`config.mk`:
```
export PLATFORM = sky130hd
export DESIGN_NAME = uart_packet_tx
export DESIGN_NICKNAME = d
export VERILOG_FILES = /design/src/rtl/uart_packet_tx.sv
export SDC_FILE = /design/constraint.sdc
export NUM_CORES = 1
export LEC_CHECK = 0
export CORE_ASPECT_RATIO = 2
export CORE_UTILIZATION = 60
export CTS_CLUSTER_DIAMETER = 40
export DETAILED_ROUTE_END_ITERATION = 16
export PLACE_DENSITY = 0.86
export SETUP_SLACK_MARGIN = 0.5
export SLEW_MARGIN = 40
export SYNTH_ARGS = -nofsm -noshare
export SYNTH_HDL_FRONTEND = slang
export SYNTH_SLANG_ARGS = --single-unit
```
`constraint.sdc`:
```
create_clock -name Clk -period 3.4 [get_ports Clk]
set_input_delay 0.51 -clock Clk [delete_from_list [all_inputs] [get_ports Clk]]
set_output_delay 0.51 -clock Clk [all_outputs]
set_load 0.02 [all_outputs]
```
`src/rtl/uart_packet_tx.sv`:
```
// Frames a buffered payload as SYNC, LEN, payload bytes, CHK and hands each byte to a
// UART transmitter using a ready/enable handshake.
module uart_packet_tx #(
    parameter int unsigned MAX_PAYLOAD = 16,
    parameter logic [7:0]  SYNC_BYTE   = 8'hAA
) (
    input  logic       Clk,
    input  logic       Reset,
    input  logic [7:0] PayloadData,
    input  logic       PayloadValid,
    output logic       PayloadReady,
    input  logic       PacketSend,
    output logic       Busy,
    output logic [7:0] UartTxData,
    output logic       UartTxEnable,
    input  logic       UartTxReady
);

    localparam int unsigned AW      = (MAX_PAYLOAD > 1) ? $clog2(MAX_PAYLOAD) : 1;
    localparam logic [7:0]  MAX_CNT = 8'(MAX_PAYLOAD);

    localparam logic [2:0] ST_IDLE    = 3'd0;
    localparam logic [2:0] ST_HDR     = 3'd1;
    localparam logic [2:0] ST_LEN     = 3'd2;
    localparam logic [2:0] ST_PAYLOAD = 3'd3;
    localparam logic [2:0] ST_CHK     = 3'd4;

    localparam logic [1:0] BY_ISSUE     = 2'd0;
    localparam logic [1:0] BY_WAIT_LOW  = 2'd1;
    localparam logic [1:0] BY_WAIT_HIGH = 2'd2;

    logic [2:0] state_q, state_d;
    logic [1:0] byte_q, byte_d;
    logic [7:0] count_q, count_d;
    logic [7:0] rd_ptr_q, rd_ptr_d;
    logic [7:0] xor_q, xor_d;
    logic [7:0] tx_data_q, tx_data_d;
    logic       tx_en_q, tx_en_d;

    logic [7:0] mem_q [MAX_PAYLOAD];
    logic       write_en;
    logic [7:0] cur_byte;

    assign PayloadReady = (state_q == ST_IDLE) && (count_q < MAX_CNT);
    assign write_en     = PayloadValid && PayloadReady;
    assign Busy         = (state_q != ST_IDLE);
    assign UartTxData   = tx_data_q;
    assign UartTxEnable = tx_en_q;

    // Byte presented to the UART for the current top-level state.
    always_comb begin
        cur_byte = 8'h00;
        case (state_q)
            ST_HDR:     cur_byte = SYNC_BYTE;
            ST_LEN:     cur_byte = count_q;
            ST_PAYLOAD: cur_byte = mem_q[rd_ptr_q[AW-1:0]];
            ST_CHK:     cur_byte = xor_q ^ count_q;
            default:    cur_byte = 8'h00;
        endcase
    end

    always_comb begin
        state_d   = state_q;
        byte_d    = byte_q;
        count_d   = count_q;
        rd_ptr_d  = rd_ptr_q;
        xor_d     = xor_q;
        tx_data_d = tx_data_q;
        tx_en_d   = 1'b0;

        if (state_q == ST_IDLE) begin
            if (write_en) begin
                count_d = count_q + 8'd1;
                xor_d   = xor_q ^ PayloadData;
            end
            if (PacketSend) begin
                state_d = ST_HDR;
                byte_d  = BY_ISSUE;
            end
        end else begin
            case (byte_q)
                BY_ISSUE: begin
                    if (UartTxReady) begin
                        tx_en_d   = 1'b1;
                        tx_data_d = cur_byte;
                        byte_d    = BY_WAIT_LOW;
                    end
                end
                BY_WAIT_LOW: begin
                    if (!UartTxReady) begin
                        byte_d = BY_WAIT_HIGH;
                    end
                end
                BY_WAIT_HIGH: begin
                    // UART is idle again: the byte is done, move to the next one.
                    if (UartTxReady) begin
                        byte_d = BY_ISSUE;
                        case (state_q)
                            ST_HDR: state_d = ST_LEN;
                            ST_LEN: state_d = (count_q == 8'd0) ? ST_CHK : ST_PAYLOAD;
                            ST_PAYLOAD: begin
                                rd_ptr_d = rd_ptr_q + 8'd1;
                                if (rd_ptr_q + 8'd1 == count_q) begin
                                    state_d = ST_CHK;
                                end
                            end
                            ST_CHK: begin
                                state_d  = ST_IDLE;
                                count_d  = 8'd0;
                                rd_ptr_d = 8'd0;
                                xor_d    = 8'd0;
                            end
                            default: state_d = ST_IDLE;
                        endcase
                    end
                end
                default: byte_d = BY_ISSUE;
            endcase
        end
    end

    always_ff @(posedge Clk or posedge Reset) begin
        if (Reset) begin
            state_q   <= ST_IDLE;
            byte_q    <= BY_ISSUE;
            count_q   <= 8'd0;
            rd_ptr_q  <= 8'd0;
            xor_q     <= 8'd0;
            tx_data_q <= 8'h00;
            tx_en_q   <= 1'b0;
        end else begin
            state_q   <= state_d;
            byte_q    <= byte_d;
            count_q   <= count_d;
            rd_ptr_q  <= rd_ptr_d;
            xor_q     <= xor_d;
            tx_data_q <= tx_data_d;
            tx_en_q   <= tx_en_d;
        end
    end

    // Storage needs no reset: count gates every read.
    always_ff @(posedge Clk) begin
        if (write_en) begin
            mem_q[count_q[AW-1:0]] <= PayloadData;
        end
    end

endmodule

```
==> run summary, run 1 <==
vias per cell = 6.77
critical-path maximum fanout = 17
Yosys warning total = 0
global route overflow = 0
final WL = 16.7 mm
Yosys cell types = 61
FFs w/ async S/R, synth = 22.9%
Synth Flop Type = edfxtp_1
CTS sink cnt = 166
final hold vios = 0
drt initial violations = 453
final cell count without fillers = 676
wire length per cell = 24.7 um
placed cell count = 641
setup TNS = 0 ns
Layout area overhead = 12.8%
fin worst setup slack = 0.607 ns
Max Clk Rate = 358 MHz
ratio of cells with drive above 1 in the final layout = 17.2%
Setup Crit Path Kind = reg -> out
Die Ht = 159 um
Chip Width = 80.4 um
Total GRT Usage = 28.5%
Final #Nets = 534
Setup Viol. Count Final = 0
global placement routability congestion = 0.891
largest net degree at the start of global routing = 39
Synth area leader = edfxtp_1
H-tree levels = 4
Required @ worst endpoint = 2.89 ns
final slew viol count = 0
DR DRC count = 0
row cnt = 57
Worst-Skew Late Latency = 0.42 ns
Antenna Cells = 0
CTS clk-pin slew, worst paths = 0.07 ns
synthesized area = 7380 um2
Avg Cell Area, Syn = 14.9 um2
Pwr Density = 728 nW/um2
Hold/Removal Path Class = reg -> reg
Cell Chain, Critical Path = nor3_4 > and2_1 > clkdlybuf4s50_1
Tcrit/Tclk final = 82.1%
outcome = complete, no violations
CTS root buf = clkbuf_16
largest cells by area after synthesis = edfxtp_1, dfrtp_1, mux4_2
Leak Pwr = 2.84 nW
WP data arrival = 2.28 ns
top cells by count, synth = edfxtp_1, dfrtp_1, nor2_1, mux4_2, nand2_1
Initial Util = 61.2%
Via Count = 4578
FF-to-FF setup slack = 0.75 ns
max cap viols = 0
CP startpoint kind = flip-flop
CP Capture Type = primary output
pre-CTS WS = 0.756 ns
cts bufs inserted = 17
number of flops mapped to enable cells by yosys = 128
crit path buf inv count = 1
Worst Max-Slew Pin Slew = 0.811 ns
slew margin rel. = 45.7%
Port Buffers = 23
first-pass GRT wire length = 25.9 mm
worst vdd ir = 509 uV
RSZ-0062 raised after global routing = no
vias in the first global route = 4713
core area = 12100 um2
TritonRoute pass-1 iters = 6
Clock Skews = 0.00840 ns
Seq/Total Area, Yosys = 65.0%
CTS Buffer Depth = 2
syn nets = 513
max incr delay on CP = 0.61 ns
DRT antenna net count = 0
io pins = 24
die area = 12800 um2
most common cell in the synthesized netlist = edfxtp_1
DP HPWL = 11.0 mm
Tmin final = 2.79 ns
initial antenna violation count = 0
Seq cells post-synth = 166
CP delay by family, top = simple AND/OR/NAND/NOR gates
Mapped Cells = 495
top cell type's share of synthesized area = 52.1%
CP max stage cell = dfrtp_1
CTS tree = done
==> flip-flops by register name (all words and copies together), names as in the netlist <==
signal and flops:
byte_q 2, UartTxEnable 1, UartTxData 8, state_q 3, rd_ptr_q 8, xor_q 8
count_q 8, mem_q 128
==> metal layers <==
layer | up-vias | global-route usage, % | share of wire [%]
met5 | - | 0 | 0
met4 | 0 | 17.5 | 5.5
met3 | 70 | 4.94 | 5.2
met2 | 237 | 48.9 | 56
met1 | 2300 | 31.8 | 34
li1 | 1971 | - | -
==> through the flow <==
stage	total power [mW]	utilization [%]	hold WS (ns)	instance area, um2
2_1_floorplan	3.63	-	0.459	7380
3_3_place_gp	4.00	63.7	0.473	7680
3_5_place_dp	4.06	63.7	0.484	7680
4_1_cts	6.04	68.8	0.493	8290
5_1_grt	6.27	69.0	0.505	8320
6_report	6.06	69.0	0.500	8320
==> worst paths after layout <==
check	start	to	cells after the start
setup / recovery	state_q[0]	PayloadReady	3
hold / removal	xor_q[6]	xor_q[6]	1
max in group asynchronous	Reset	rd_ptr_q[0]	3
min in group asynchronous	Reset	rd_ptr_q[0]	3
setup reg to reg	state_q[0]	mem_q[4][7]	4
hold reg to reg	xor_q[6]	xor_q[6]	1
==> repair_timing <==
item	in CTS	in global routing
gates cloned	0	1
pin swaps	1	1
hold buffers	0	0
buffers inserted	0	2
resized for setup	0	0
setup endpoints to repair	1	2
==> cell families after synthesis <==
kind of cell	count (synthesis)	synth area share (%)
XOR/XNOR	14	1.76
multiplexers	34	10.3
AND/OR/NAND/NOR	120	9.12
buffers and inverters	40	3.04
AO/OA/AOI/OAI	116	9.97
flip-flops	166	65.0
adder cells (fa/ha/maj)	5	0.848
==> worst register-to-register path, stage by stage, from the launching register on <==
cell and delay (ns):
dfrtp_1 0.61, nor3_4 0.46, and3_1 0.35, nand2_1 0.19, nor2_1 0.66
==> cell type report <==
cell class,count,area [um2]
repair buffers,34,325
clock buffers,18,429
multi-input cells,290,2370
clock inverters,14,185
well taps,147,184
flip-flops and latches,166,4800
inverters,7,28.8
fillers,752,3730
==> report_power, final <==
| part | internal, mW | total, mW | switching, mW |
|---|---|---|---|
| combinational | 0.684 | 1.44 | 0.755 |
| sequential | 2.34 | 2.64 | 0.299 |
| clock | 1.12 | 1.98 | 0.858 |
==> layout by cell type, fill, tap and decap left out, types with 8 or more instances in the layout <==
cell type        count
a22oi_1             18
xor2_1               8
clkdlybuf4s50_1     23
nor2_1              33
nand2_1             29
clkbuf_16           17
buf_4               10
o21ai_0             14
dfrtp_1             37
a21oi_1             25
nor3_1               9
edfxtp_1           128
mux4_2              31
o21ai_1             24
(Power assumes the default switching activity.)
==> inputs of run 2 (changes only) <==
Clock period 3.4 ns to 2.86 ns, I/O delays scaled along.
==> run summary, run 2 (synthesized netlist as in run 1, its figures left out) <==
CTS Buffer Depth = 2
vias in the first global route = 4700
Worst Max-Slew Pin Slew = 0.856 ns
Setup Viol. Count Final = 0
core area = 12100 um2
Worst R2R End = UartTxData[0]
WP data arrival = 2.64 ns
row cnt = 57
final slew viol count = 0
CTS tree = done
hold_buf cts = 0
internal power = 4.95 mW
Setup Crit Path Kind = reg -> reg
sw frac = 31.6%
CTS sink cnt = 166
critical-path maximum fanout = 8
Worst path most repeated cell = a21oi_1
Port Buffers = 23
drt initial violations = 513
Tmin final = 2.34 ns
wire length per cell = 24.1 um
Via Count = 4657
most frequent cells in the layout = edfxtp_1, dfrtp_1, nor2_1, buf_4, mux4_2
Total GRT Usage = 29.2%
worst r2r path cells = 7
die area = 12800 um2
Total Power = 7.24 mW
CTS clk-pin slew, worst paths = 0.07 ns
io pins = 24
global placement routability congestion = 0.852
cts bufs inserted = 17
FF-to-FF setup slack = 0.52 ns
vias per cell = 6.64
final WL = 16.9 mm
global route overflow = 0
largest net degree at the start of global routing = 39
Clock Skews = 0.00658 ns
Final #Nets = 559
Tcrit/Tclk final = 81.7%
CP max stage cell = dfrtp_4
final hold vios = 0
Required @ worst endpoint = 3.16 ns
slew margin rel. = 42.7%
ratio of cells with drive above 1 in the final layout = 20.8%
outcome = complete, no violations
CTS root buf = clkbuf_16
launch point of the worst path = rd_ptr_q[0]
final hold slack = 0.428 ns
net switching power figure = 2.29 mW
RSZ-0062 raised after global routing = no
Cell Chain, Critical Path = buf_12 > buf_4 > mux4_2 > a22oi_1 > a21oi_1 > a21oi_1 > a21oi_1
TritonRoute pass-1 iters = 6
setup TNS = 0 ns
clock network power share = 31.2%
Worst R2R Start = rd_ptr_q[0]
Pwr Density = 850 nW/um2
Worst-Skew Late Latency = 0.42 ns
H-tree levels = 4
Chip Width = 80.4 um
Hold/Removal Path Class = in -> async
max incr delay on CP = 0.53 ns
worst vdd ir = 620 uV
Antenna Cells = 0
initial antenna violation count = 0
Leak Pwr = 2.98 nW
max cap viols = 0
DP HPWL = 11.1 mm
DR DRC count = 0
first-pass GRT wire length = 26.6 mm
CP Capture Type = flip-flop
Initial Util = 61.2%
part of the power in registers = 41.6%
Die Ht = 159 um
max reg flops = 128
Layout area overhead = 15.4%
Combinational Power Share = 27.3%
DRT antenna net count = 0
commonest non-fill, non-tap cell in the layout = edfxtp_1
Max Clk Rate = 428 MHz
CP startpoint kind = flip-flop
run 2: cell types whose count changed in the layout (fill, tap and decap cells not counted), sizes merged:
cell,change
bufinv,-1
clkdlybuf4s50,-2
clkinvlp,+1
nor3,-1
dlymetal6s2s,+2
buf,+26
run 2: worst max path at each step:
stage,endpoint,slack [ns],depth (start not counted)
6_report,UartTxData[0],0.52,7
5_1_grt,UartTxData[6],0.50,7
4_1_cts,PayloadReady,0.52,3
3_5_place_dp,state_q[0],0.36,6
3_3_place_gp,state_q[2],0.42,6
2_1_floorplan,mem_q[0][0],0.52,6
run 2: power groups by stage:
stage / clock network [mW] / registers [mW] / logic [mW]
global placement: 0 / 3.05 / 1.76
CTS: 2.28 / 3.03 / 1.86
floorplan: 0 / 3.01 / 1.31
detailed placement: 0 / 3.07 / 1.82
global route: 2.39 / 3.02 / 2.12
finish: 2.26 / 3.01 / 1.97
run 2: final cells by class:
| class | instances | area, um2 |
|---|---|---|
| fill | 750 | 3540 |
| clock inverter | 14 | 161 |
| clock buffer | 18 | 429 |
| timing repair buffer | 60 | 551 |
| sequential | 166 | 4800 |
| multi-input combinational | 289 | 2360 |
| tap | 147 | 184 |
| inverter | 7 | 28.8 |
run 2: worst max-delay path: cells and delay by family (launching register included):
| family | cells | cell delay (ns) |
|---|---|---|
| AOI/OAI and AO/OA | 4 | 0.90 |
| muxes | 1 | 0.50 |
| DFF | 1 | 0.53 |
| buffers and inverters | 2 | 0.29 |
run 2: per-layer routing:
layer,global-route usage (%),part of all wire (%),vias up,wire length [um]
met5,0,0,-,0
met4,15.4,5.3,0,895
met3,5.92,5.6,66,941
met2,49.4,55,260,9300
met1,34.1,34,2316,5770
li1,-,-,2015,-
run 2: timing repair:
item,in CTS,in global routing
setup buffers,5,4
pin swaps,2,0
setup endpoints to repair,8,11
gates resized for setup,1,3
run 2: per-stage QoR:
step                util, %  setup WS (ns)  instances  cell area [um2]
finish                 70.6          0.522        701             8510
floorplan                 -          0.523        495             7380
detailed placement     65.0          0.356        660             7830
global route           70.6          0.501        701             8510
CTS                    70.2          0.522        697             8460
global placement       65.0          0.424        660             7830
==> RTL change (flow settings as in run 1) <==
`tx_data_q` no longer has a reset.
--- a/src/rtl/uart_packet_tx.sv
+++ b/src/rtl/uart_packet_tx.sv
@@ -127,5 +127,4 @@
             rd_ptr_q  <= 8'd0;
             xor_q     <= 8'd0;
-            tx_data_q <= 8'h00;
             tx_en_q   <= 1'b0;
         end else begin
@@ -135,7 +134,10 @@
             rd_ptr_q  <= rd_ptr_d;
             xor_q     <= xor_d;
-            tx_data_q <= tx_data_d;
             tx_en_q   <= tx_en_d;
         end
+    end
+
+    always_ff @(posedge Clk) begin
+        tx_data_q <= tx_data_d;
     end
 
Behaviour: differs if Reset is asserted again (counterexample within 4 cycles, from zero or initial values and one cycle with Reset high); with Reset held inactive, the same outputs for 10 cycles.
==> RTL change against run 1 <==
- clock skew up 0.00078 ns
- power decreased by 7.0%
- synthesized area shrank 1.9%
- die area shrank 1.8%
- register-to-register slack worse by 0.096 ns
- largest cell class unchanged
- combinational power is 8% lower
- sequential cell count did not move
- setup slack better by 0.046 ns
- final area shrank 0.48%
- wire length is 4.4% higher
- hold slack got worse by 0.078 ns
- global-route usage up 2.7 points
==> RTL change: results <==
[status]
status = "finished, final reports clean"

[synth]
yosysSeqAreaShare_pct = 66.8
synth-edff-count = 136
yosys-top-cells-count = "edfxtp_1 (136), mux4_2 (35), dfrtp_1 (30)"
syn_nets = 465
yosys.area_share.adder_pct = 0.864
async_flop_share_pct = 18.1
synth_cells = 447
synth_xor_area_share_pct = 3.02
synth_compound_gate_area_share_pct = 5.27
synth_cell_types = 53
synth.top_cells.by_area = "edfxtp_1 (56%), mux4_2 (11%), dfrtp_1 (10%)"
synth.area.mux_share_pct = 13.4

[route]
first_iter_violations = 373
vias = 4343
met3_length_um = 1180
wl_met1_um = 5390
wire_per_inst_um = 27.4
wl_um = 17500
first_pass_iters = 5

[placed_design]
post-place-cells = 606
place_ws_ns = 0.657
post-dp-hpwl_um = 12300

[global_route]
grt_util_all_layers_pct = 31.2
grt_use_met3_pct = 7.13
top_usage_layer = "met2"
met2_usage_pct = 54.8
grt_pass1_wl_um = 26700
grt_use_met1_pct = 32.0
grt_max_degree = 27
grt_pass1_vias = 4527

[power_and_ir_drop]
peakVddDrop_mv = 0.545

[worst_setup_path]
crit_start = "count_q[4]$_DFFE_PP0P_"
reg2reg_from = "count_q[4]$_DFFE_PP0P_"
r2r_setup_slack_ns = 0.65
timing.rr.end = "mem_q[8][6]$_DFFE_PP_"
arrival_ns = 2.84
critical_path_class = "reg -> reg"

[timing]
tightestPinTransition_ns = 0.855
hold_ws_ns = 0.422

[layout]
fillCellCount = 711
area_growth_pct = 14.4
final_nets = 498
post_route_cells_drive_above_1_share_pct = 18.7

[clocking]
cts_hold_buf = 0

[hold_path]
hold_class = "in -> async"
## RTL change: what timing repair did
item / 4_1_cts / 5_1_grt
endpoints found under the setup margin: 0 / 11
endpoints found under the hold margin: 0 / 0
resized for setup: 0 / 3
## RTL change: cell type report
| type | count | area share (%) |
|---|---|---|
| inverter | 9 | 0.408 |
| multi-input combinational | 247 | 27.1 |
| clock buffer | 17 | 5.14 |
| tap | 145 | 2.19 |
| sequential | 166 | 58.4 |
| clock inverter | 15 | 2.21 |
| timing repair buffer | 39 | 4.53 |
## RTL change: worst register-to-register path, cell delays in order (launching register included)
cell,delay [ns]
dfrtp_1,0.52
or4_4,0.55
or3_1,0.56
nor3b_2,0.38
and2_1,0.40
## RTL change: where the power goes
group	total [mW]	leakage, nW	switching, mW	internal (mW)
clock	1.92	0.290	0.871	1.05
sequential	2.40	1.61	0.105	2.29
combinational	1.32	0.982	0.643	0.675
